<file path="src/rtl/mem_lsu.sv">
// MEM-stage load/store unit: big-endian byte lanes over a req/ack bus, IDLE/BUSY/DONE FSM.
// Optional misaligned-access trap is built when LSU_ALIGN_CHK_EN is defined.
module mem_lsu (
    input  logic        clk,
    input  logic        rst,
    input  logic [4:0]  wd_i,
    input  logic        wreg_i,
    input  logic [31:0] wdata_i,
    input  logic [31:0] hi_i,
    input  logic [31:0] lo_i,
    input  logic        whilo_i,
    input  logic [7:0]  aluop_i,
    input  logic [31:0] mem_addr_i,
    input  logic [31:0] reg2_i,
    output logic [4:0]  wd_o,
    output logic        wreg_o,
    output logic [31:0] wdata_o,
    output logic [31:0] hi_o,
    output logic [31:0] lo_o,
    output logic        whilo_o,
    output logic        bus_req_o,
    output logic        bus_we_o,
    output logic [31:0] bus_addr_o,
    output logic [3:0]  bus_sel_o,
    output logic [31:0] bus_wdata_o,
    input  logic        bus_ack_i,
    input  logic [31:0] bus_rdata_i,
`ifdef LSU_ALIGN_CHK_EN
    output logic        align_err_o,
`endif
    output logic        stall_req_o
);

    localparam int unsigned ADDR_W = 32;
    localparam int unsigned DATA_W = 32;
    localparam int unsigned REG_W  = 5;
    localparam int unsigned SEL_W  = 4;
    localparam int unsigned OP_W   = 8;

    localparam logic [OP_W-1:0] EXE_LB_OP  = 8'b1110_0000;
    localparam logic [OP_W-1:0] EXE_LH_OP  = 8'b1110_0001;
    localparam logic [OP_W-1:0] EXE_LW_OP  = 8'b1110_0011;
    localparam logic [OP_W-1:0] EXE_LBU_OP = 8'b1110_0100;
    localparam logic [OP_W-1:0] EXE_LHU_OP = 8'b1110_0101;
    localparam logic [OP_W-1:0] EXE_SB_OP  = 8'b1110_1000;
    localparam logic [OP_W-1:0] EXE_SH_OP  = 8'b1110_1001;
    localparam logic [OP_W-1:0] EXE_SW_OP  = 8'b1110_1011;

    typedef enum logic [1:0] {
        IDLE = 2'd0,
        BUSY = 2'd1,
        DONE = 2'd2
    } state_e;

    state_e              state_q, state_d;
    logic                bus_req_q, bus_req_d;
    logic                bus_we_q, bus_we_d;
    logic [ADDR_W-1:0]   bus_addr_q, bus_addr_d;
    logic [SEL_W-1:0]    bus_sel_q, bus_sel_d;
    logic [DATA_W-1:0]   bus_wdata_q, bus_wdata_d;
    logic [OP_W-1:0]     op_q, op_d;
    logic [REG_W-1:0]    wd_q, wd_d;
    logic [1:0]          addr_lo_q, addr_lo_d;
    logic [DATA_W-1:0]   load_buf_q, load_buf_d;

    logic                is_mem_c;
    logic                req_we_c;
    logic [SEL_W-1:0]    req_sel_c;
    logic [DATA_W-1:0]   req_wdata_c;
    logic                misalign_c;
    logic [7:0]          ld_byte_c;
    logic [15:0]         ld_half_c;
    logic [DATA_W-1:0]   ld_data_c;

    // Decode the incoming op into bus lane select and replicated store data.
    always_comb begin
        is_mem_c    = 1'b0;
        req_we_c    = 1'b0;
        req_sel_c   = '0;
        req_wdata_c = reg2_i;
        case (aluop_i)
            EXE_LB_OP, EXE_LBU_OP: begin
                is_mem_c  = 1'b1;
                req_sel_c = SEL_W'(4'b1000 >> mem_addr_i[1:0]);
            end
            EXE_SB_OP: begin
                is_mem_c    = 1'b1;
                req_we_c    = 1'b1;
                req_sel_c   = SEL_W'(4'b1000 >> mem_addr_i[1:0]);
                req_wdata_c = {4{reg2_i[7:0]}};
            end
            EXE_LH_OP, EXE_LHU_OP: begin
                is_mem_c  = 1'b1;
                req_sel_c = mem_addr_i[1] ? 4'b0011 : 4'b1100;
            end
            EXE_SH_OP: begin
                is_mem_c    = 1'b1;
                req_we_c    = 1'b1;
                req_sel_c   = mem_addr_i[1] ? 4'b0011 : 4'b1100;
                req_wdata_c = {2{reg2_i[15:0]}};
            end
            EXE_LW_OP: begin
                is_mem_c  = 1'b1;
                req_sel_c = 4'b1111;
            end
            EXE_SW_OP: begin
                is_mem_c  = 1'b1;
                req_we_c  = 1'b1;
                req_sel_c = 4'b1111;
            end
            default: ;
        endcase
    end

`ifdef LSU_ALIGN_CHK_EN
    logic align_err_q, align_err_d;

    // Halfwords must be 2-byte aligned, words 4-byte aligned.
    always_comb begin
        misalign_c = 1'b0;
        case (aluop_i)
            EXE_LH_OP, EXE_LHU_OP, EXE_SH_OP: misalign_c = mem_addr_i[0];
            EXE_LW_OP, EXE_SW_OP:             misalign_c = (mem_addr_i[1:0] != 2'b00);
            default:                          misalign_c = 1'b0;
        endcase
    end

    assign align_err_o = align_err_q;
`else
    assign misalign_c = 1'b0;
`endif

    // Extract and extend the addressed lane from the captured read word.
    always_comb begin
        case (addr_lo_q)
            2'b00:   ld_byte_c = load_buf_q[31:24];
            2'b01:   ld_byte_c = load_buf_q[23:16];
            2'b10:   ld_byte_c = load_buf_q[15:8];
            default: ld_byte_c = load_buf_q[7:0];
        endcase
        ld_half_c = addr_lo_q[1] ? load_buf_q[15:0] : load_buf_q[31:16];
        case (op_q)
            EXE_LB_OP:  ld_data_c = {{24{ld_byte_c[7]}}, ld_byte_c};
            EXE_LBU_OP: ld_data_c = {24'h0, ld_byte_c};
            EXE_LH_OP:  ld_data_c = {{16{ld_half_c[15]}}, ld_half_c};
            EXE_LHU_OP: ld_data_c = {16'h0, ld_half_c};
            default:    ld_data_c = load_buf_q;
        endcase
    end

    // Next-state and MEM/WB-facing outputs.
    always_comb begin
        state_d     = state_q;
        bus_req_d   = bus_req_q;
        bus_we_d    = bus_we_q;
        bus_addr_d  = bus_addr_q;
        bus_sel_d   = bus_sel_q;
        bus_wdata_d = bus_wdata_q;
        op_d        = op_q;
        wd_d        = wd_q;
        addr_lo_d   = addr_lo_q;
        load_buf_d  = load_buf_q;
`ifdef LSU_ALIGN_CHK_EN
        align_err_d = 1'b0;
`endif
        wd_o        = wd_i;
        wreg_o      = wreg_i;
        wdata_o     = wdata_i;
        hi_o        = hi_i;
        lo_o        = lo_i;
        whilo_o     = whilo_i;
        stall_req_o = 1'b0;

        case (state_q)
            IDLE: begin
                if (is_mem_c) begin
                    wreg_o  = 1'b0;
                    whilo_o = 1'b0;
                    if (misalign_c) begin
`ifdef LSU_ALIGN_CHK_EN
                        align_err_d = 1'b1;
`endif
                    end else begin
                        stall_req_o = 1'b1;
                        state_d     = BUSY;
                        bus_req_d   = 1'b1;
                        bus_we_d    = req_we_c;
                        bus_addr_d  = {mem_addr_i[31:2], 2'b00};
                        bus_sel_d   = req_sel_c;
                        bus_wdata_d = req_wdata_c;
                        op_d        = aluop_i;
                        wd_d        = wd_i;
                        addr_lo_d   = mem_addr_i[1:0];
                    end
                end
            end
            BUSY: begin
                stall_req_o = 1'b1;
                wreg_o      = 1'b0;
                whilo_o     = 1'b0;
                if (bus_ack_i) begin
                    bus_req_d  = 1'b0;
                    load_buf_d = bus_rdata_i;
                    state_d    = DONE;
                end
            end
            DONE: begin
                wd_o    = wd_q;
                wreg_o  = ~bus_we_q;
                if (!bus_we_q) begin
                    wdata_o = ld_data_c;
                end
                state_d = IDLE;
            end
            default: state_d = IDLE;
        endcase
    end

    always_ff @(posedge clk or negedge rst) begin
        if (!rst) begin
            state_q     <= IDLE;
            bus_req_q   <= 1'b0;
            bus_we_q    <= 1'b0;
            bus_addr_q  <= '0;
            bus_sel_q   <= '0;
            bus_wdata_q <= '0;
            op_q        <= '0;
            wd_q        <= '0;
            addr_lo_q   <= '0;
            load_buf_q  <= '0;
`ifdef LSU_ALIGN_CHK_EN
            align_err_q <= 1'b0;
`endif
        end else begin
            state_q     <= state_d;
            bus_req_q   <= bus_req_d;
            bus_we_q    <= bus_we_d;
            bus_addr_q  <= bus_addr_d;
            bus_sel_q   <= bus_sel_d;
            bus_wdata_q <= bus_wdata_d;
            op_q        <= op_d;
            wd_q        <= wd_d;
            addr_lo_q   <= addr_lo_d;
            load_buf_q  <= load_buf_d;
`ifdef LSU_ALIGN_CHK_EN
            align_err_q <= align_err_d;
`endif
        end
    end

    assign bus_req_o   = bus_req_q;
    assign bus_we_o    = bus_we_q;
    assign bus_addr_o  = bus_addr_q;
    assign bus_sel_o   = bus_sel_q;
    assign bus_wdata_o = bus_wdata_q;

endmodule
</file>
<file path="config.mk">
export PLATFORM = sky130hd
export DESIGN_NAME = mem_lsu
export DESIGN_NICKNAME = d
export VERILOG_FILES = /design/src/rtl/mem_lsu.sv
export SDC_FILE = /design/constraint.sdc
export NUM_CORES = 1
export LEC_CHECK = 0
export BUFFER_PORTS_ARGS = -buffer_cell sky130_fd_sc_hd__buf_2
export CAP_MARGIN = 20
export CORE_AREA = 5 5 147 149
export CTS_CLUSTER_SIZE = 30
export DETAILED_ROUTE_END_ITERATION = 10
export DIE_AREA = 0 0 152 154
export SYNTH_ARGS = -nofsm -noshare
export SYNTH_HDL_FRONTEND = slang
export SYNTH_SLANG_ARGS = --single-unit
</file>
<file path="constraint.sdc">
create_clock -name clk -period 2.1 [get_ports clk]
set_input_delay 0.105 -clock clk [delete_from_list [all_inputs] [get_ports clk]]
set_output_delay 0.105 -clock clk [all_outputs]
set_load 0.005 [all_outputs]
</file>
==> results of run 1 <==
per-stage QoR:
step | setup TNS (ps) | std cells | power (mW)
CTS | -620 | 1267 | 11.8
floorplan | 0 | 677 | 6.14
detailed placement | 0 | 1121 | 7.90
global placement | 0 | 1121 | 7.81
finish | -351 | 1267 | 11.7
global route | -3120 | 1267 | 12.5
final timing paths:
check / start / end / slack, ps / cells after the start
min in group asynchronous: rst / load_buf_q[17] / 310 / 3
min reg2reg: bus_req_o / bus_req_o / 470 / 2
max reg2reg: state_q[0] / bus_addr_o[24] / 320 / 5
max: op_q[0] / wdata_o[4] / -60 / 7
min: reg2_i[19] / bus_wdata_o[19] / 10 / 3
max in group asynchronous: rst / bus_wdata_o[10] / 1240 / 3
state kept, by name, indices dropped and copies added, names as in the netlist:
signal	count
bus_wdata_o	32
load_buf_q	32
bus_addr_o	30
op_q	8
wd_q	5
bus_sel_o	4
addr_lo_q	2
state_q	2
bus_req_o	1
bus_we_o	1
routing by layer:
layer	up-vias	global-route usage, %
met3	73	7.36
met1	3015	21.8
met4	0	10.3
met5	-	0
met2	292	34.6
li1	2853	-
layout by cell type, fill, tap and decap left out, drive strengths merged, types with 3 or more instances in the layout:
master / n
buf: 292
nand2: 161
dfrtp: 117
dlygate4sd3: 101
mux2: 68
nand3: 41
o21ai: 35
mux2i: 31
nor2: 18
clkbuf: 18
a21oi: 15
or2: 15
inv: 12
nor3: 10
mux4: 8
nand2b: 8
a211oi: 7
bufinv: 3
clkinv: 3
power by group through the flow:
stage / clock [mW] / sequential [mW] / combinational (mW)
5_1_grt: 3.30 / 4.18 / 5.01
2_1_floorplan: 0 / 3.83 / 2.31
6_report: 3.11 / 4.05 / 4.57
3_3_place_gp: 0 / 3.95 / 3.86
4_1_cts: 3.19 / 4.01 / 4.57
3_5_place_dp: 0 / 3.97 / 3.92
critical path, delay by kind of cell (launching register included):
| family | cells | cell delay (ps) |
|---|---|---|
| muxes | 1 | 480 |
| DFF | 1 | 450 |
| buffers and inverters | 3 | 390 |
| and+or+nand+nor | 2 | 270 |
| AOI/OAI and AO/OA | 1 | 50 |
cell families after synthesis:
family,count (synthesis)
and+or+nand+nor,268
DFF,117
buffers and inverters,111
muxes,107
AOI/OAI and AO/OA,72
other,1
area by class of cell:
| cell class | instances | share of cell area [%] |
|---|---|---|
| clock inverter | 14 | 1.94 |
| sequential | 117 | 29.9 |
| inverter | 5 | 0.191 |
| timing repair buffer | 394 | 27.6 |
| clock buffer | 18 | 4.37 |
| tap | 270 | 3.44 |
| multi-input combinational | 449 | 32.5 |
repair_timing:
action	in CTS	in global routing
endpoints found under the hold margin	219	0
pin swaps	20	21
hold buffers	101	0
cloned	2	0
buffers inserted	11	1
gates resized for setup	54	17
endpoints found under the setup margin	32	32
==> impl_summary.md, run 1 <==
Layout
Once layout is complete, the utilization of the core stands at 49.0%. In the final layout, flip-flops and latches occupy 2940 sq um. The fraction of layout cells with a size suffix above 1 is 45.2%.

The fill cell total of the finished layout is 1918. The diode insertion count for antenna repair is 0. The net count of the finished layout is 1194.

The area of the multi-input gates is 3200 sq um. From synthesis to final layout, the design area changed by 48.5%. Once layout is done, the placed cells without fillers occupy 9820 sq um.

Worst setup path
The required arrival time at the worst endpoint is 2000 ps. The worst setup path is launched from a flop. STA puts the critical path data arrival time at 2050 ps. The delay of the slowest cell on the worst path is 480 ps.

The slowest stage cell on the critical path is sky130_fd_sc_hd__mux4_2. Of all nets on the critical path, the largest fanout is 6. The cell type with the highest occurrence count on the critical path is sky130_fd_sc_hd__buf_6. The category of the worst setup path capture point is an output pin. The critical path goes through buf_6 -> buf_6 -> or2_0 -> mux4_2 -> nand3_2 -> a21oi_1 -> buf_2. The type of the setup path with the least slack is reg2out.

Pwr
Power spread over the standard cell area amounts to 1190 nW/um^2. The maximum vdd ir drop is 0.605 mV. The switching power of the nets is 4.18 mW.

The cell-internal power is 7.55 mW. The leakage power summed over all cells is 4.78 nW. In this run switching power makes up 35.6% of total power. The share of total power dissipated in combinational logic is 39.0%. The portion of total power attributed to sequential cells is 34.5%. The relative contribution of the clock network to total power is 26.5%.

Global route
Entering global routing, the biggest net connects 118 pins. The number of global-route vias before repair came to 6668. Summed over all layers, the global routing overflow is 0. Global routing used 20.1% of the available tracks across all layers. The number of antenna violations at the first check in global routing is 0. The wire length of the first global-routing pass is 37400 um.

Clock network
The insertion delay of the later-clocked pin in the worst-skew pair is 420 ps. For this design, the sink count on the clock tree is 117. Clock-pin slew was measured on the worst setup and hold paths at 70 ps. The clock tree from TritonCTS is built. CTS built an H-tree with a depth of 4.

The cell sitting at the root of the clock tree is a sky130_fd_sc_hd__clkbuf_16. No sink is reached through more buffers than the 2 on the longest clock path. The clock buffer count from CTS is 17.

Timing
Of the available clock period, the critical path in the final layout requires 103%. The final count of pins violating max slew was 0. The worst-case setup margin in the final layout is -56.9 ps. At the pin with the least slew margin, the transition time is 686 ps. Setup repair after global routing could not meet its margin everywhere.

Final hold analysis gives a worst-case slack of 11.2 ps. Clock skew on the completed layout was measured at 12.9 ps. The highest clock rate is 464 MHz. The number of endpoints failing setup at the final stage is 15. The total count of hold-check failures in the final report was 0. The worst path in the final design needs a cycle of 2160 ps, including I/O delays and setup. Headroom to the max-slew limit came out at 54.2%.

Route
The final routed wire length divided by cell count is 18.9 um. Detailed routing inserted a total of 6233 vias. After detailed routing, the total wire length is 23900 um. In this run, the number of DRC markers left after iteration 0 of detailed routing was 297. The met2 wire length is 12000 um. The highest signal layer in the routed design is met4. Once detail routing completed, the nets flagged for antenna violations numbered 0. For this run, the detailed router's first-pass iteration total came to 4.

In the routed design, unresolved DRC markers number 0. Using the TritonRoute via totals, the vias-per-cell ratio works out to 4.92. The routed metal-1 wire length is 8970 um. Detailed routing placed a total of 1850 um of wire on met3.

Status
The final reports fail on setup timing. The flow ran to the end, but the final reports show violations.

Placed design
The number of I/O port buffers is 253. The worst slack after detailed placement is 218 ps. The cell area after placement is 7800 sq um. The routability congestion estimate from global placement is 0.851. The half-perimeter wire length of the detailed placement result is 16700 um.

Floorplan
The floorplan step defined a die boundary enclosing 23400 sq um. The chip height is 154 um. The number of top-level design ports is 384.

The total number of placement rows is 52. The width of the die is 152 um. The starting density of the core is 33.0%. The core region is 20000 sq um.

Synthesis
The leading register cell type out of synthesis is sky130_fd_sc_hd__dfrtp_1. The commonest cells after synthesis are 161 x sky130_fd_sc_hd__nand2_1, 117 x sky130_fd_sc_hd__dfrtp_1, 67 x sky130_fd_sc_hd__buf_4. The count of cell types in the netlist is 51. In the post-synthesis netlist, the biggest area contributors are sky130_fd_sc_hd__dfrtp_1 44%, sky130_fd_sc_hd__mux2_2 9.4%, sky130_fd_sc_hd__nand2_1 9.1%.

The most frequent cell after synthesis is sky130_fd_sc_hd__nand2_1. The cell count after synthesis came out at 676. Of the total synthesized cell area, the portion taken by full adders, half adders and majority gates is 0%. The main combinational cell family by area after synthesis is multiplexers. sky130_fd_sc_hd__dfrtp_1 takes more of the synthesized area than any other cell. The synthesized flop and latch total is 117. The compound-gate portion of the synthesized area is 7.13%.

During synthesis, Yosys emitted a total of 0 warnings. After Yosys synthesis, XOR and XNOR cells account for 0% of the synthesized area. The post-synthesis area per instance is 9.78 sq um. The synthesized netlist occupies a cell area of 6610 sq um. The fraction of synthesized area in multiplexers is 19.0%. After synthesis, the share of flip-flops with an asynchronous set or reset is 100%. In this run, synthesis inferred 0 flip-flops with an integrated enable.

After synthesis, flip-flops and latches occupy 44.3% of the total area. The share of synthesized area in the top cell type comes to 44.3%. After Yosys synthesis, and, or, nand and nor cells account for 18.8% of the synthesized area.

Min path
The kind of path behind the tightest hold check is in2reg.

Run
Max-cap violations in this run came to 0.
No activity file was read; power rests on OpenSTA's default activity.
==> run 2: changes to the inputs <==
--- a/config.mk
+++ b/config.mk
@@ -7,10 +7,11 @@
 export LEC_CHECK = 0
 export BUFFER_PORTS_ARGS = -buffer_cell sky130_fd_sc_hd__buf_2
 export CAP_MARGIN = 20
-export CORE_AREA = 5 5 147 149
+export CORE_AREA = 2 2 148 150
 export CTS_CLUSTER_SIZE = 30
 export DETAILED_ROUTE_END_ITERATION = 10
-export DIE_AREA = 0 0 152 154
+export DIE_AREA = 0 0 150 152
+export SETUP_SLACK_MARGIN = 0.1
 export SYNTH_ARGS = -nofsm -noshare
 export SYNTH_HDL_FRONTEND = slang
 export SYNTH_SLANG_ARGS = --single-unit
==> run 2 against run 1 <==
Non-clock buffer count is 6 higher; final area is 2.3% higher; register-to-register slack worse by 130 ps; worst setup slack better by 19 ps; routed wire length is 2.2% lower; highest routed layer is now met5; largest cell class unchanged; sequential power hardly changed; the run still ends with setup timing left; critical path type unchanged.
==> impl_summary.md, run 2 (synthesis gave the netlist of run 1 again) <==
Status
The flow ran to the end, but the final reports show violations. The checks that failed: setup timing.

Clock network
The root buffer cell chosen for the clock tree is sky130_fd_sc_hd__clkbuf_16. The clock buffer count from CTS is 17 (unchanged). The number of clock sinks is 117 (unchanged). The H-tree level count was 4 (unchanged). The insertion delay of the later-clocked pin in the worst-skew pair is 420 ps (about the same). The clock-pin transition on the worst setup and hold timing paths is 60 ps (about the same). The clock tree from TritonCTS is built. The number of buffers on the longest clock path is 2 (unchanged).

Route
The iteration-0 DRC count of the detailed router is 196 (-34%). The final routed wire length divided by cell count is 18.2 um (-3.4%). The remaining antenna violation count was 0 (unchanged).

The total number of vias is 6174 (-0.95%). The routed wire length was 23400 um (-2.2%). The count of unresolved DRC violations after routing is 0 (unchanged). The ratio of routed vias to standard cells came to 4.81 (-2.2%).

The number of iterations in the first detailed-routing pass was 4 (unchanged).

Global route
The number of antenna violations at the first check in global routing is 2 (+2). The overall overflow remaining after global route is 0 (unchanged). The number of global-route vias before repair is 6713 (+0.67%). The aggregate global-route resource usage came to 20.8% (+0.72 points). The largest net degree at the start of global routing is 118 (unchanged). The wire length of the first global-routing pass came to 36100 um (-3.5%).

Floorplan
The chip height came to 152 um (-1.3%). The area of the die is 22800 sq um (-2.6%). The width of the die is 150 um (-1.3%). The number of top-level design ports was 384 (unchanged). The area of the placeable core is 21400 sq um (+6.5%). The total number of placement rows is 54 (+3.8%). The starting density of the core is 31.0% (-2.0 points).

Layout
The area of the multi-input gates is 3280 sq um (+2.7%). The cell area after layout is 10000 sq um (+2.3%). Leaving out fill and tap cells, the most frequent cells in the layout are 251 x sky130_fd_sc_hd__buf_2, 160 x sky130_fd_sc_hd__nand2_1, 110 x sky130_fd_sc_hd__dfrtp_1. The fraction of layout cells with a size suffix above 1 is 47.2% (+1.9 points). The net total in the final layout is 1200 (+0.50%). The diode insertion count for antenna repair came to 0 (unchanged). From synthesis to final layout, the design area changed by 51.9%. The area taken by flip-flops and latches is 2940 sq um (unchanged). Leaving out fill and tap cells, the most frequent cell in the layout is sky130_fd_sc_hd__buf_2.

The fill cell total of the finished layout is 2017 (+5.2%). The final cell count without fillers is 1283 (+1.3%).

Worst setup path
In this run the critical register-to-register path is launched from state_q[0]. The reg-to-reg critical path endpoint is bus_addr_o[28]. The delay of the slowest cell on the worst path came to 460 ps (-20 ps). STA classifies the critical path startpoint as a flop.

The worst reg-to-reg path cell count is 6 (+1). The dominant delay contributor by cell family on the critical path is multiplexers. The slack of the worst reg-to-reg path is 190 ps (-130 ps). The cell count along the critical path is 6 (-1). The slowest stage cell on the critical path is sky130_fd_sc_hd__mux4_2.

The arrival time at the worst endpoint is 2030 ps (-20 ps). The type of the setup path with the least slack is reg2out. The worst-path maximum fanout is 10 (+4). The required arrival time at the worst endpoint is 2000 ps (about the same). The category of the worst setup path capture point is an output pin. The count of buffer and inverter cells on the critical path came to 2 (-1). Walking the worst path, the cells encountered are buf_8 -> or2_2 -> mux4_2 -> nand3_1 -> a21oi_1 -> buf_2.

Timing
The slew at the pin with the worst max-slew slack came to 707 ps (+20.3 ps). The final count of pins violating max slew came to 0 (unchanged). Setup repair after global routing could not meet its margin everywhere.

The number of endpoints failing setup at the final stage was 4 (-11). The portion of the clock cycle consumed by the worst path in the final layout is 102% (-0.92 points). The worst slew slack as a fraction of its limit came to 52.9% (-1.4 points). The worst clock skew on the final layout is 8.27 ps (-4.63 ps). The total count of hold-check failures in the final report was 0 (unchanged). The post-route setup TNS came to -49.1 ps (+302 ps). The minimum clock period after layout was 2140 ps (-19.3 ps).

The worst-case setup margin in the final layout came to -37.5 ps (+19.3 ps). The highest clock rate is 468 MHz (+0.91%).

Pwr
The leakage power summed over all cells is 4.90 nW (+2.5%). The switching power of the nets came to 4.21 mW (+0.73%). The power density relative to cell area is 1190 nW/um^2 (-0.33%). The relative contribution of the clock network to total power is 26.8% (+0.3 points). The portion of total power attributed to sequential cells was 33.9% (-0.6 points). The switching power as a share of total power is 35.2% (-0.42 points). The maximum vdd ir drop is 0.561 mV (-7.3%).

The cell-internal power is 7.75 mW (+2.6%). The power share of the combinational group came to 39.3% (+0.3 points).

Min path
The path class of the tightest hold or removal check is in2reg. The number of cells on the worst hold path was 3 (unchanged). The end of the worst hold path is bus_wdata_o[23]. The worst hold path begins at reg2_i[23].

Placed design
The cell area after placement came to 7800 sq um (unchanged). The cell count after placement is 1131 (+0.89%). The half-perimeter wire length of the detailed placement result is 16400 um (-1.6%).

The number of I/O port buffers is 253 (unchanged). The routability congestion estimate from global placement is 0.824 (-3.2%). The worst slack after detailed placement is 186 ps (-31.4 ps).

Run
The total of max-cap violations came to 0 (unchanged).
-- run 2: worst register-to-register path, cell delays in order, from the launching register on --
cell	delay [ps]
sky130_fd_sc_hd__dfrtp_1	380
sky130_fd_sc_hd__buf_6	120
sky130_fd_sc_hd__buf_4	150
sky130_fd_sc_hd__nor2_1	260
sky130_fd_sc_hd__nand4_4	140
sky130_fd_sc_hd__buf_12	250
sky130_fd_sc_hd__mux2_1	480
-- run 2: layout make-up --
cell class,count,share of cell area (%)
Multi-Input combinational cell,449,32.7
Sequential cell,117,29.2
Timing Repair Buffer,400,28.0
Clock buffer,17,4.24
Tap cell,280,3.49
Clock inverter,15,2.16
Inverter,5,0.199
-- run 2: power groups by stage --
stage	Sequential, mW	Clock (mW)	Combinational, mW
6_report	4.05	3.20	4.70
5_1_grt	4.17	3.40	5.16
4_1_cts	4.02	3.28	4.56
3_5_place_dp	4.01	0	3.91
3_3_place_gp	3.99	0	3.84
2_1_floorplan	3.83	0	2.31
-- run 2: through the flow --
step           hold slack [ps]  util (%)  total power [mW]
6_report                  45.8      47.0              12.0
5_1_grt                   22.1      47.0              12.7
4_1_cts                  0.621      46.1              11.9
3_5_place_dp               210      36.5              7.91
3_3_place_gp               210      36.5              7.83
2_1_floorplan             -191         -              6.14
-- run 2: worst max path at each step --
stage	start	end	slack, ps
global route	addr_lo_q[1]	wdata_o[23]	-120
floorplan	op_q[1]	wdata_o[21]	500
detailed placement	op_q[1]	wdata_o[30]	190
CTS	op_q[0]	wdata_o[2]	-70
global placement	op_q[1]	wdata_o[19]	220
finish	op_q[0]	wdata_o[2]	-40
-- run 2: routing by layer --
| metal | vias to the layer above | routed length, um | GRT usage, % |
|---|---|---|---|
| met5 | - | 13 | 0 |
| met4 | 2 | 1260 | 12.1 |
| met3 | 82 | 1720 | 6.34 |
| met2 | 265 | 11900 | 36.8 |
| met1 | 2947 | 8460 | 21.6 |
| li1 | 2878 | - | - |
-- run 2: what timing repair did --
item,4_1_cts,5_1_grt
hold buffers,101,1
endpoints found under the setup margin,32,37
gates cloned,3,0
resized for setup,53,34
hold endpoints to repair,217,1
pin swaps,11,10
buffers inserted,12,3
